--- src/rtl/dmamaster.sv ---
// dmamaster: ARM-programmed Unibus NPR master. Each start command runs one bus
// cycle (DATI, DATIP, DATO or DATOB). A small register file handles setup and status.
//
// state  | meaning
// IDLE   | no transfer in progress; all bus outputs released
// REQ    | NPR asserted, waiting for the grant
// GRANT  | grant accepted (SACK held), waiting for the bus and the grant to drop
// DESKEW | bus owned, address/data settling before MSYN
// MSYN   | MSYN asserted, waiting for SSYN or the timeout
// DONE   | MSYN dropped, waiting for the slave to release SSYN
`timescale 1ns/1ps
module dmamaster (
  input  logic        CLOCK,
  input  logic        RESET,
  input  logic        armwrite,
  input  logic [1:0]  armraddr,
  input  logic [1:0]  armwaddr,
  input  logic [31:0] armwdata,
  output logic [31:0] armrdata,
  input  logic [15:0] d_in_h,
  input  logic        npg_in_h,
  input  logic        ssyn_in_h,
  input  logic        bbsy_in_h,
  input  logic        sack_in_h,
  input  logic        init_in_h,
  output logic [17:0] a_out_h,
  output logic [1:0]  c_out_h,
  output logic [15:0] d_out_h,
  output logic        npr_out_h,
  output logic        sack_out_h,
  output logic        bbsy_out_h,
  output logic        msyn_out_h
);

  typedef enum logic [2:0] {
    ST_IDLE   = 3'd0,
    ST_REQ    = 3'd1,
    ST_GRANT  = 3'd2,
    ST_DESKEW = 3'd3,
    ST_MSYN   = 3'd4,
    ST_DONE   = 3'd5
  } state_t;

  localparam logic [31:0] ID_WORD      = 32'h444D1001;
  // Counter compares one below the dwell length because the exit edge is itself a counted cycle.
  localparam logic [9:0]  DESKEW_LAST  = 10'd14;
  localparam logic [9:0]  TIMEOUT_LAST = 10'd1022;

  state_t      state;
  logic        busy;
  logic        timeout;
  logic [17:0] addr;
  logic [1:0]  c;
  logic [15:0] wdata;
  logic [15:0] rdata;
  logic [9:0]  cnt;

  logic        wr_ctl;
  logic        wr_data;
  logic        start_req;
  logic        abort_req;
  logic [10:0] unused_bits;

  assign wr_ctl    = armwrite && (armwaddr == 2'd1);
  assign wr_data   = armwrite && (armwaddr == 2'd2);
  assign start_req = wr_ctl && armwdata[31] && !busy;
  assign abort_req = wr_ctl && armwdata[30];
  // sack_in_h from other masters has no effect here; unmapped write-data bits are don't-care.
  assign unused_bits = {sack_in_h, armwdata[27:18]};

  // Register read mux, combinational from the read index.
  always_comb begin
    armrdata = 32'h0;
    case (armraddr)
      2'd0:    armrdata = ID_WORD;
      2'd1:    armrdata = {busy, timeout, c, 10'b0, addr};
      2'd2:    armrdata = {rdata, wdata};
      2'd3:    armrdata = {29'b0, state};
      default: armrdata = 32'h0;
    endcase
  end

  // Transfer sequencer with registered bus outputs; bus INIT aborts without touching config.
  always_ff @(posedge CLOCK) begin
    if (RESET) begin
      state      <= ST_IDLE;
      busy       <= 1'b0;
      timeout    <= 1'b0;
      addr       <= 18'h0;
      c          <= 2'b00;
      wdata      <= 16'h0;
      rdata      <= 16'h0;
      cnt        <= 10'h0;
      a_out_h    <= 18'h0;
      c_out_h    <= 2'b00;
      d_out_h    <= 16'h0;
      npr_out_h  <= 1'b0;
      sack_out_h <= 1'b0;
      bbsy_out_h <= 1'b0;
      msyn_out_h <= 1'b0;
    end else if (init_in_h) begin
      state      <= ST_IDLE;
      busy       <= 1'b0;
      a_out_h    <= 18'h0;
      c_out_h    <= 2'b00;
      d_out_h    <= 16'h0;
      npr_out_h  <= 1'b0;
      sack_out_h <= 1'b0;
      bbsy_out_h <= 1'b0;
      msyn_out_h <= 1'b0;
    end else begin
      if (wr_data) begin
        wdata <= armwdata[15:0];
      end
      case (state)
        ST_IDLE: begin
          if (start_req) begin
            c         <= armwdata[29:28];
            addr      <= armwdata[17:0];
            timeout   <= 1'b0;
            busy      <= 1'b1;
            npr_out_h <= 1'b1;
            state     <= ST_REQ;
          end
        end
        ST_REQ: begin
          if (abort_req) begin
            busy      <= 1'b0;
            npr_out_h <= 1'b0;
            state     <= ST_IDLE;
          end else if (npg_in_h) begin
            npr_out_h  <= 1'b0;
            sack_out_h <= 1'b1;
            state      <= ST_GRANT;
          end
        end
        ST_GRANT: begin
          if (abort_req) begin
            busy       <= 1'b0;
            sack_out_h <= 1'b0;
            state      <= ST_IDLE;
          end else if (!bbsy_in_h && !ssyn_in_h && !npg_in_h) begin
            sack_out_h <= 1'b0;
            bbsy_out_h <= 1'b1;
            a_out_h    <= addr;
            c_out_h    <= c;
            d_out_h    <= c[1] ? wdata : 16'h0;
            cnt        <= 10'h0;
            state      <= ST_DESKEW;
          end
        end
        ST_DESKEW: begin
          if (cnt == DESKEW_LAST) begin
            msyn_out_h <= 1'b1;
            cnt        <= 10'h0;
            state      <= ST_MSYN;
          end else begin
            cnt <= cnt + 10'd1;
          end
        end
        ST_MSYN: begin
          if (ssyn_in_h) begin
            if (!c[1]) begin
              rdata <= d_in_h;
            end
            msyn_out_h <= 1'b0;
            state      <= ST_DONE;
          end else begin
            cnt <= cnt + 10'd1;
            if (cnt == TIMEOUT_LAST) begin
              timeout    <= 1'b1;
              msyn_out_h <= 1'b0;
              state      <= ST_DONE;
            end
          end
        end
        ST_DONE: begin
          if (!ssyn_in_h) begin
            bbsy_out_h <= 1'b0;
            a_out_h    <= 18'h0;
            c_out_h    <= 2'b00;
            d_out_h    <= 16'h0;
            busy       <= 1'b0;
            state      <= ST_IDLE;
          end
        end
        default: state <= ST_IDLE;
      endcase
    end
  end

endmodule

--- config.mk ---
export PLATFORM = sky130hd
export DESIGN_NAME = dmamaster
export DESIGN_NICKNAME = d
export VERILOG_FILES = /design/src/rtl/dmamaster.sv
export SDC_FILE = /design/constraint.sdc
export NUM_CORES = 1
export LEC_CHECK = 0
export CORE_MARGIN = 2
export CORE_UTILIZATION = 47
export DETAILED_ROUTE_END_ITERATION = 7
export PLACE_DENSITY_LB_ADDON = 0.2
export RECOVER_POWER = 50
export SKIP_LAST_GASP = 1
export SLEW_MARGIN = 40
export SYNTH_ARGS = -nofsm -noshare
export SYNTH_HDL_FRONTEND = slang
export SYNTH_SLANG_ARGS = --single-unit
--- constraint.sdc ---
create_clock -name CLOCK -period 2.5 [get_ports CLOCK]
set_input_delay 0.5 -clock CLOCK [delete_from_list [all_inputs] [get_ports CLOCK]]
set_output_delay 0.5 -clock CLOCK [all_outputs]
set_load 0.03 [all_outputs]
======== Word-level counts from Yosys, hierarchy flattened ========
Index checks and enable logic that the tools add are counted.
storage, ports and cells
  bits of input ports ..................... 60
  logic and storage cells ................. 128
  output and inout port bits .............. 72
  flip-flop bits (word level) ............. 107
operators by class
  bitwise logic cells ..................... 2
  eq/ne operators ......................... 25
  $add $sub $neg .......................... 1
  reduce and logical (&&, ||, !) cells .... 33
  muxes and demuxes ....................... 52
operators with widths
  operator                                              count
  one-hot mux 32 bit (4 select lines)                   1
  two-way mux 16 bit                                    4
  two-way mux 18 bit                                    3
  two-way mux 10 bit                                    4
  one-hot mux 18 bit (2 select lines)                   1
  one-hot mux 16 bit (2 select lines)                   1
  one-hot mux 10 bit (3 select lines)                   1
  two-way mux 3 bit                                     9
  inequality test 2 bit, second input constant          9
  one-hot mux 3 bit (6 select lines)                    1
  two-way mux 1 bit                                     17
  AND reduction 4 bit                                   4
  adder 10 x 1 -> 10 bit, second input constant         1
  equality test 10 bit, second input constant           1
  equality test 10 x 4 -> 1 bit, second input constant  1
  one-hot mux 1 bit (2 select lines)                    5
  AND reduction 5 bit                                   2
  nonzero test 2 bit                                    5
  inequality test 3 bit, second input constant          3
  AND reduction 3 bit                                   3
  logical AND 1 bit                                     7
  equality test 2 bit, second input constant            3
  equality test 3 x 2 -> 1 bit, second input constant   2
  equality test 3 bit, second input constant            2
  14 further kinds                                      23

======== Logic depth before layout (Yosys ltp) ========
Gate-level depths: netlist of run 1.
  depth in word-level cells ............... 6
  mapped depth ............................ 8

======== Worst setup path after synthesis of run 1 ========
OpenSTA, ideal clock, no wires.
  path kind ............................... input-to-reg
  start point ............................. input port npg_in_h
  end point ............................... register cnt[9]
  data required time ...................... 2.430 ns
  arrival time ............................ 2.100 ns
  buffers on the path ..................... 0
  slack ................................... 0.330 ns
  stages .................................. 5
  library setup time ...................... 0.070 ns
  cell sequence ........................... or3_4 -> or3_1 -> a31o_1 -> or4_1 -> a21oi_1
between the ends
  longest elaborated chain between the ends .. 4
ends and longest elaborated chain
  what                             RTL line  source
  start, declared                  21        input logic npg_in_h,
  logical NOT 1 bit                142       end else if (!bbsy_in_h && !ssyn_in_h && !npg_in_h) begin
  logical AND 1 bit                142
  inequality test 2 bit (no line)  -
  AND reduction 5 bit (no line)    -
  end signal, assigned             158       cnt <= cnt + 10'd1;
  end signal, assigned             169       cnt <= cnt + 10'd1;
  end, declared                    56        logic [9:0] cnt;
Every way passes these cells.
A chain may end at the register's enable or synchronous reset.

======== Final worst setup path of run 1 ========
  start point ............................. input port armraddr[0]
  end point ............................... output port armrdata[6]
between the ends
  longest elaborated chain between the ends .. 2
  elaborated cells between the ends (all ways) .. 5
  classes of those cells .................. 3 x eq/ne; 1 x mux; 1 x reduce/logical
ends and longest elaborated chain
  what                                               RTL line  source
  start, declared                                    16        input logic [1:0] armraddr,
  equality test 2 bit, or another cell as far along  74        case (armraddr)
  one-hot mux 32 bit (4 select lines) *              74
  end, declared                                      19        output logic [31:0] armrdata,
Mark *: on every way between the ends. The rest lies on a longest branch, timed or not.

==> flow_metrics.py, run 1 <==
metrics = {
    "job": {
        "max_cap_violations": 0,
    },
    "global_routing": {
        "grt_max_degree": 48,
        "grt_pass1_wl_um": 20400,
        "antenna_found_initial": 0,
        "overflow": 0,
        "grt_pass1_vias": 4165,
        "grt_util_all_layers": 0.252,
    },
    "logic_synthesis": {
        "synth.distinct_cells": 53,
        "yosysSeqAreaShare": 0.484,
        "synthTopCellsByCount": "115 x nand2_1, 107 x dfxtp_1, 65 x a21oi_1, 53 x a22o_1, 31 x clkbuf_1",
        "synth_top_cell_by_area": "dfxtp_1",
        "netlist_area_um2": 4430,
        "syn_avg_cell_area_um2": 8.58,
        "yosys_warnings": 0,
        "synth_edf_count": 0,
        "synthAdderAreaFrac": 0.00565,
        "synth_compound_area_frac": 0.245,
        "synth_top_family_by_area": "compound AO/OA/AOI/OAI gates",
        "synth_ff_type": "dfxtp_1",
        "synth-xor-area-share": 0,
        "synthSimpleGateAreaFrac": 0.212,
        "ys_top_cells_by_area": "dfxtp_1 48%, a22o_1 10%, nand2_1 9.7%",
        "synth-seq-cells": 107,
        "async_flop_share": 0,
        "synthMuxAreaShare": 0.0119,
        "synthCells": 516,
        "yosys.area.top_type_share": 0.484,
        "synth.most_common_cell": "nand2_1",
        "synth_nets": 578,
    },
    "setup_path": {
        "r2r_cells": 6,
        "cp_data_arrival_time_ns": 1.86,
        "cp_data_required_time_ns": 2.00,
        "critPathKind": "input port to primary output",
        "start_kind": "input port",
        "endpoint_kind": "primary output",
        "crit_start": "armraddr[0]",
        "cp_max_fo": 10,
        "rr_startpoint": "cnt[6]",
    },
    "routing": {
        "drc": 0,
        "wirelength_um": 12500,
        "via_count": 4309,
        "antenna_left": 0,
        "drtPass1Iterations": 4,
        "drtIter0Drc": 185,
        "wl_per_cell_um": 16.5,
        "viasPerCell": 5.68,
    },
    "timing": {
        "worst_pin_slew_ns": 0.630,
        "slew_headroom": 0.569,
        "drv_slew": 0,
        "setup_violations": 0,
        "timing.fmax_mhz": 423,
        "fin_setup_tns_ns": 0,
        "final-hold-violation-count": 0,
        "grt_setup_unrepaired": "no",
        "worst_clock_skew_ns": 0.0188,
        "setup_slack_ns": 0.137,
        "fin_crit_sh": 0.945,
        "finalCriticalPeriod_ns": 2.36,
    },
    "clock_network": {
        "postCtsSetupBuffers": 0,
        "cts_root_buf": "clkbuf_8",
        "clk_latency_ns": 0.38,
        "cts.hold.buffers_added": 0,
        "clk_path_buf_depth": 2,
        "cts.sinks": 107,
        "cts_tree": "yes",
        "h-tree-depth": 3,
        "cts_made_buffers": 9,
        "cts_resized": 0,
        "clkTransAtPathRegs_ns": 0.11,
    },
    "status": {
        "status": "complete, no violations",
    },
    "min_path": {
        "hold_depth": 2,
        "hp-class": "flip-flop to flip-flop",
        "hp-start": "rdata[9]",
    },
    "placed_design": {
        "gp_congestion": 0.924,
        "place_ws_ns": -0.190,
        "portBuffers": 120,
        "hpwlAfterDp_um": 8900,
    },
    "floorplan": {
        "io_pins": 132,
        "fp.dieH_um": 101,
        "dieArea_um2": 10200,
        "placeableCoreArea_um2": 9200,
        "start_util": 0.482,
        "num_rows": 35,
        "fp.dieW_um": 101,
    },
    "layout": {
        "areaGrowthSynthToFinish_pct": 37.2,
        "drive_gt1_frac": 0.148,
        "nets": 704,
        "n_fill_cell": 773,
        "antenna_cells": 0,
    },
    "power_and_ir_drop": {
        "ir_worst_vdd_mv": 0.393,
        "leakage_nw": 2.40,
        "powerDensity_nw_per_um2": 516,
    },
}
cell usage in the layout (no fill, tap or decap), types with 3 or more instances in the layout:
cell	netlist	final
nand2_1	115	115
dfxtp_1	107	107
a21oi_1	65	65
buf_4	0	56
a22o_1	53	53
clkdlybuf4s50_1	0	46
dlygate4sd3_1	0	41
nor2_1	18	18
inv_1	10	10
o21ai_0	10	10
clkbuf_8	0	9
and2_1	8	8
a32o_1	7	7
nand2b_1	6	6
or4_1	5	5
nand3_1	5	5
nor2b_1	5	4
or3_1	4	4
nor3_1	5	4
buf_12	0	4
mux2i_1	3	3
or2_2	3	3
a31oi_1	3	3
nor4_1	3	3
and3_1	3	3
nor3b_1	3	3
inv_6	0	3
clkbuf_1	31	3
layer usage:
layer | share of wire | track usage | up-vias | wire length (um)
li1 | - | - | 2076 | -
met1 | 0.44 | 0.329 | 2059 | 5480
met2 | 0.47 | 0.410 | 157 | 5910
met3 | 0.074 | 0.0541 | 17 | 929
met4 | 0.017 | 0.0915 | 0 | 215
met5 | 0 | 0 | - | 0
per-stage QoR:
stage,cells,hold slack (ns),power [mW],area [um2],util
finish,758,0.458,3.14,6080,0.661
global placement,742,0.434,2.02,5880,0.639
floorplan,516,0.432,1.87,4430,-
detailed placement,742,0.444,2.03,5880,0.639
CTS,758,0.461,3.16,6100,0.664
global route,758,0.486,3.25,6080,0.661
sequential cells by signal (all words and copies together) (netlist names):
signal	flops
c_out_h	2
a_out_h	18
sack_out_h	1
npr_out_h	1
addr	18
state	3
d_out_h	16
msyn_out_h	1
timeout	1
wdata	16
busy	1
bbsy_out_h	1
c	2
cnt	10
rdata	16
cells by family after synthesis:
kind of cell    Yosys count
compound gates          157
fa+ha+maj                 2
flops                   107
simple gates            197
buf+inv                  48
mux                       5
critical path, stage by stage:
cell	delay, ns
clkdlybuf4s50_1	0.44
buf_4	0.18
nor2b_2	0.19
buf_4	0.22
a22o_1	0.16
buf_4	0.16
final timing paths:
| check | end | slack [ns] |
|---|---|---|
| setup / recovery | armrdata[6] | 0.14 |
| hold / removal | rdata[9] | 0.46 |
| setup reg to reg | cnt[4] | 0.32 |
| hold reg to reg | rdata[9] | 0.46 |
cell type report:
| class | instances | area (um2) | share of cell area |
|---|---|---|---|
| tap | 111 | 139 | 0.0229 |
| sequential | 107 | 2140 | 0.352 |
| multi-input combinational | 361 | 2130 | 0.351 |
| clock inverter | 7 | 100 | 0.0165 |
| timing repair buffer | 153 | 1400 | 0.230 |
| inverter | 10 | 37.5 | 0.00618 |
| clock buffer | 9 | 124 | 0.0204 |
report_power, final:
part / internal [mW] / switching, mW / leakage (nW)
logic: 0.127 / 0.138 / 1.43
clock network: 0.498 / 0.652 / 0.112
registers: 1.71 / 0.00890 / 0.862
total: 2.34 / 0.798 / 2.40
Note: power is estimated with default switching activity, not from simulation.
==> inputs of run 2 (changes only) <==
ABC_AREA = 1   (was unset)
CORE_UTILIZATION = 48   (was 47)
==> run 2 against run 1 <==
Net effect: first-iteration DRC count up 99%; synthesized cell count increased by 37%; non-clock buffer count down 12; die area up 7.6%; via count grew 17%; highest routed layer unchanged; area after synthesis up 10%; global-route usage about the same; worst hold slack better by 0.0027 ns; critical endpoint is now armrdata[20]; critical path type unchanged; sequential cell count unchanged; largest power group unchanged.
==> flow_metrics.py, run 2 <==
metrics = {
    "global_routing": {
        "grt_pass1_wl_um": 22700,
        "top_usage_layer": "met2",
        "grt_max_degree": 41,
        "overflow": 0,
        "grt_util_all_layers": 0.252,
        "use_met2": 0.383,
        "met1_usage": 0.353,
        "grt_pass1_vias": 4645,
        "antenna_found_initial": 0,
        "use_met3": 0.0543,
    },
    "setup_path": {
        "worst-path-buf-inv": 3,
        "cp_max_fo": 24,
        "cp_data_required_time_ns": 2.00,
        "cp_data_arrival_time_ns": 1.85,
        "rr_startpoint": "state[0]",
        "crit_family": "buffers and inverters",
        "endpoint_kind": "primary output",
        "crit_slowest_cell": "clkdlybuf4s50_1",
        "max_stage_delay_ns": 0.50,
        "critPathMostFrequentCell": "buf_4",
        "start_kind": "input port",
        "crit_start": "armraddr[1]",
        "path_cells": "clkdlybuf4s50_1 > buf_4 > nand2_1 > nor2_1 > buf_4",
        "critPathKind": "input port to primary output",
    },
    "routing": {
        "drtIter0Drc": 369,
        "wl_per_cell_um": 14.5,
        "wirelength_um": 13800,
        "via_count": 5051,
        "drtPass1Iterations": 5,
        "viasPerCell": 5.32,
        "antenna_left": 0,
        "drc": 0,
    },
    "placed_design": {
        "gp_congestion": 0.887,
        "placed_cells": 934,
        "portBuffers": 120,
        "place_ws_ns": 0.0132,
        "hpwlAfterDp_um": 10100,
        "placed_cell_area_um2": 6100,
    },
    "layout": {
        "antenna_cells": 0,
        "areaGrowthSynthToFinish_pct": 29.0,
        "nets": 874,
        "final_cell_mix": "113 x nand2_1, 107 x dfxtp_1, 103 x nor2_1",
        "largestRegisters": "a_out_h: 18 flops, addr: 18 flops",
        "design_area_um2": 6290,
        "instances_no_fill": 950,
        "n_fill_cell": 925,
        "drive_gt1_frac": 0.0942,
        "layout_commonest_cell": "nand2_1",
    },
    "clock_network": {
        "cts_resized": 0,
        "cts.sinks": 107,
        "postCtsSetupBuffers": 0,
        "cts_root_buf": "clkbuf_8",
        "cts.hold.buffers_added": 0,
        "clk_latency_ns": 0.37,
        "cts_tree": "yes",
        "cts_made_buffers": 9,
        "clkTransAtPathRegs_ns": 0.09,
        "h-tree-depth": 3,
        "clk_path_buf_depth": 2,
    },
    "timing": {
        "drv_slew": 0,
        "final-hold-violation-count": 0,
        "slew_headroom": 0.576,
        "setup_violations": 0,
        "fin_crit_sh": 0.939,
        "timing.fmax_mhz": 426,
        "worst_pin_slew_ns": 0.635,
        "grt_setup_unrepaired": "no",
        "fin_setup_tns_ns": 0,
        "worst_clock_skew_ns": 0.0105,
        "finalCriticalPeriod_ns": 2.35,
        "setup_slack_ns": 0.151,
    },
    "job": {
        "max_cap_violations": 0,
    },
    "logic_synthesis": {
        "async_flop_share": 0,
        "yosys_warnings": 0,
        "yosys.area.top_type_share": 0.439,
        "synth.most_common_cell": "nand2_1",
        "synth_edf_count": 0,
        "synth_ff_type": "dfxtp_1",
        "synthTopCellsByCount": "111 x nand2_1, 107 x dfxtp_1, 103 x nor2_1, 81 x a21oi_1, 77 x o21ai_0",
        "synth.distinct_cells": 28,
        "synthCells": 705,
        "syn_avg_cell_area_um2": 6.92,
        "ys_top_cells_by_area": "dfxtp_1 44%, nand2_1 8.5%, a21oi_1 8.3%",
        "synth-seq-cells": 107,
        "synth_nets": 767,
        "yosysSeqAreaShare": 0.439,
        "netlist_area_um2": 4880,
        "synth_top_cell_by_area": "dfxtp_1",
    },
    "power_and_ir_drop": {
        "ir_worst_vdd_mv": 0.337,
        "powerDensity_nw_per_um2": 531,
        "leakage_nw": 2.55,
        "power_mw": 3.34,
    },
    "floorplan": {
        "io_pins": 132,
        "num_rows": 36,
        "dieArea_um2": 11000,
        "placeableCoreArea_um2": 9820,
        "fp.dieH_um": 105,
        "fp.dieW_um": 105,
        "start_util": 0.497,
    },
    "min_path": {
        "hp-class": "flip-flop to flip-flop",
        "hp-start": "rdata[5]",
    },
    "status": {
        "status": "complete, no violations",
    },
}
-- run 2: cells by family after synthesis --
| logic type | share of synthesized area |
|---|---|
| simple gates | 0.284 |
| compound gates | 0.175 |
| flops | 0.439 |
| buf+inv | 0.0915 |
| xor+xnor | 0.00538 |
| fa+ha+maj | 0.00513 |
-- run 2: path summary, 6_finish.rpt --
path	to	slack (ns)	cells after the start
worst max-delay path	armrdata[20]	0.15	5
worst max register to register	rdata[4]	0.28	8
worst min-delay path	rdata[5]	0.46	2
worst min register to register	rdata[5]	0.46	2
-- run 2: worst reg2reg max path: cells and delay by family, from the launching register on --
family / cells / cell delay (ns)
simple gates: 4 / 0.77
flops: 1 / 0.44
buf+inv: 2 / 0.55
compound gates: 2 / 0.33
-- run 2: layer usage --
layer	routed length (um)	part of all wire
met2	6190	0.45
met1	6270	0.45
met5	0	0
met4	269	0.019
met3	1080	0.078
-- run 2: area by class of cell --
class / count / area (um2) / area share
clock inverters: 4 / 55.1 / 0.00875
flip-flops and latches: 107 / 2140 / 0.340
inverters: 60 / 225 / 0.0358
clock buffers: 12 / 145 / 0.0231
repair buffers: 141 / 1280 / 0.203
multi-input cells: 493 / 2280 / 0.363
well taps: 133 / 166 / 0.0264
-- run 2: stage by stage --
stage	hold WS [ns]	utilization
after global placement	0.442	0.622
after floorplan	0.426	-
after global routing	0.485	0.641
after detailed placement	0.452	0.622
final	0.460	0.641
after CTS	0.466	0.642
-- run 2: where the power goes --
part	internal (mW)	switching, mW
sequential	1.74	0.0422
clock	0.500	0.596
combinational	0.177	0.284
total	2.42	0.922
==> inputs of run 3 (changes only) <==
SKIP_LAST_GASP = unset   (was 1)
TNS_END_PERCENT = 50   (was unset)
==> results of run 3 <==
Same layout as run 2: the final DEF is identical, and so are final timing and power.
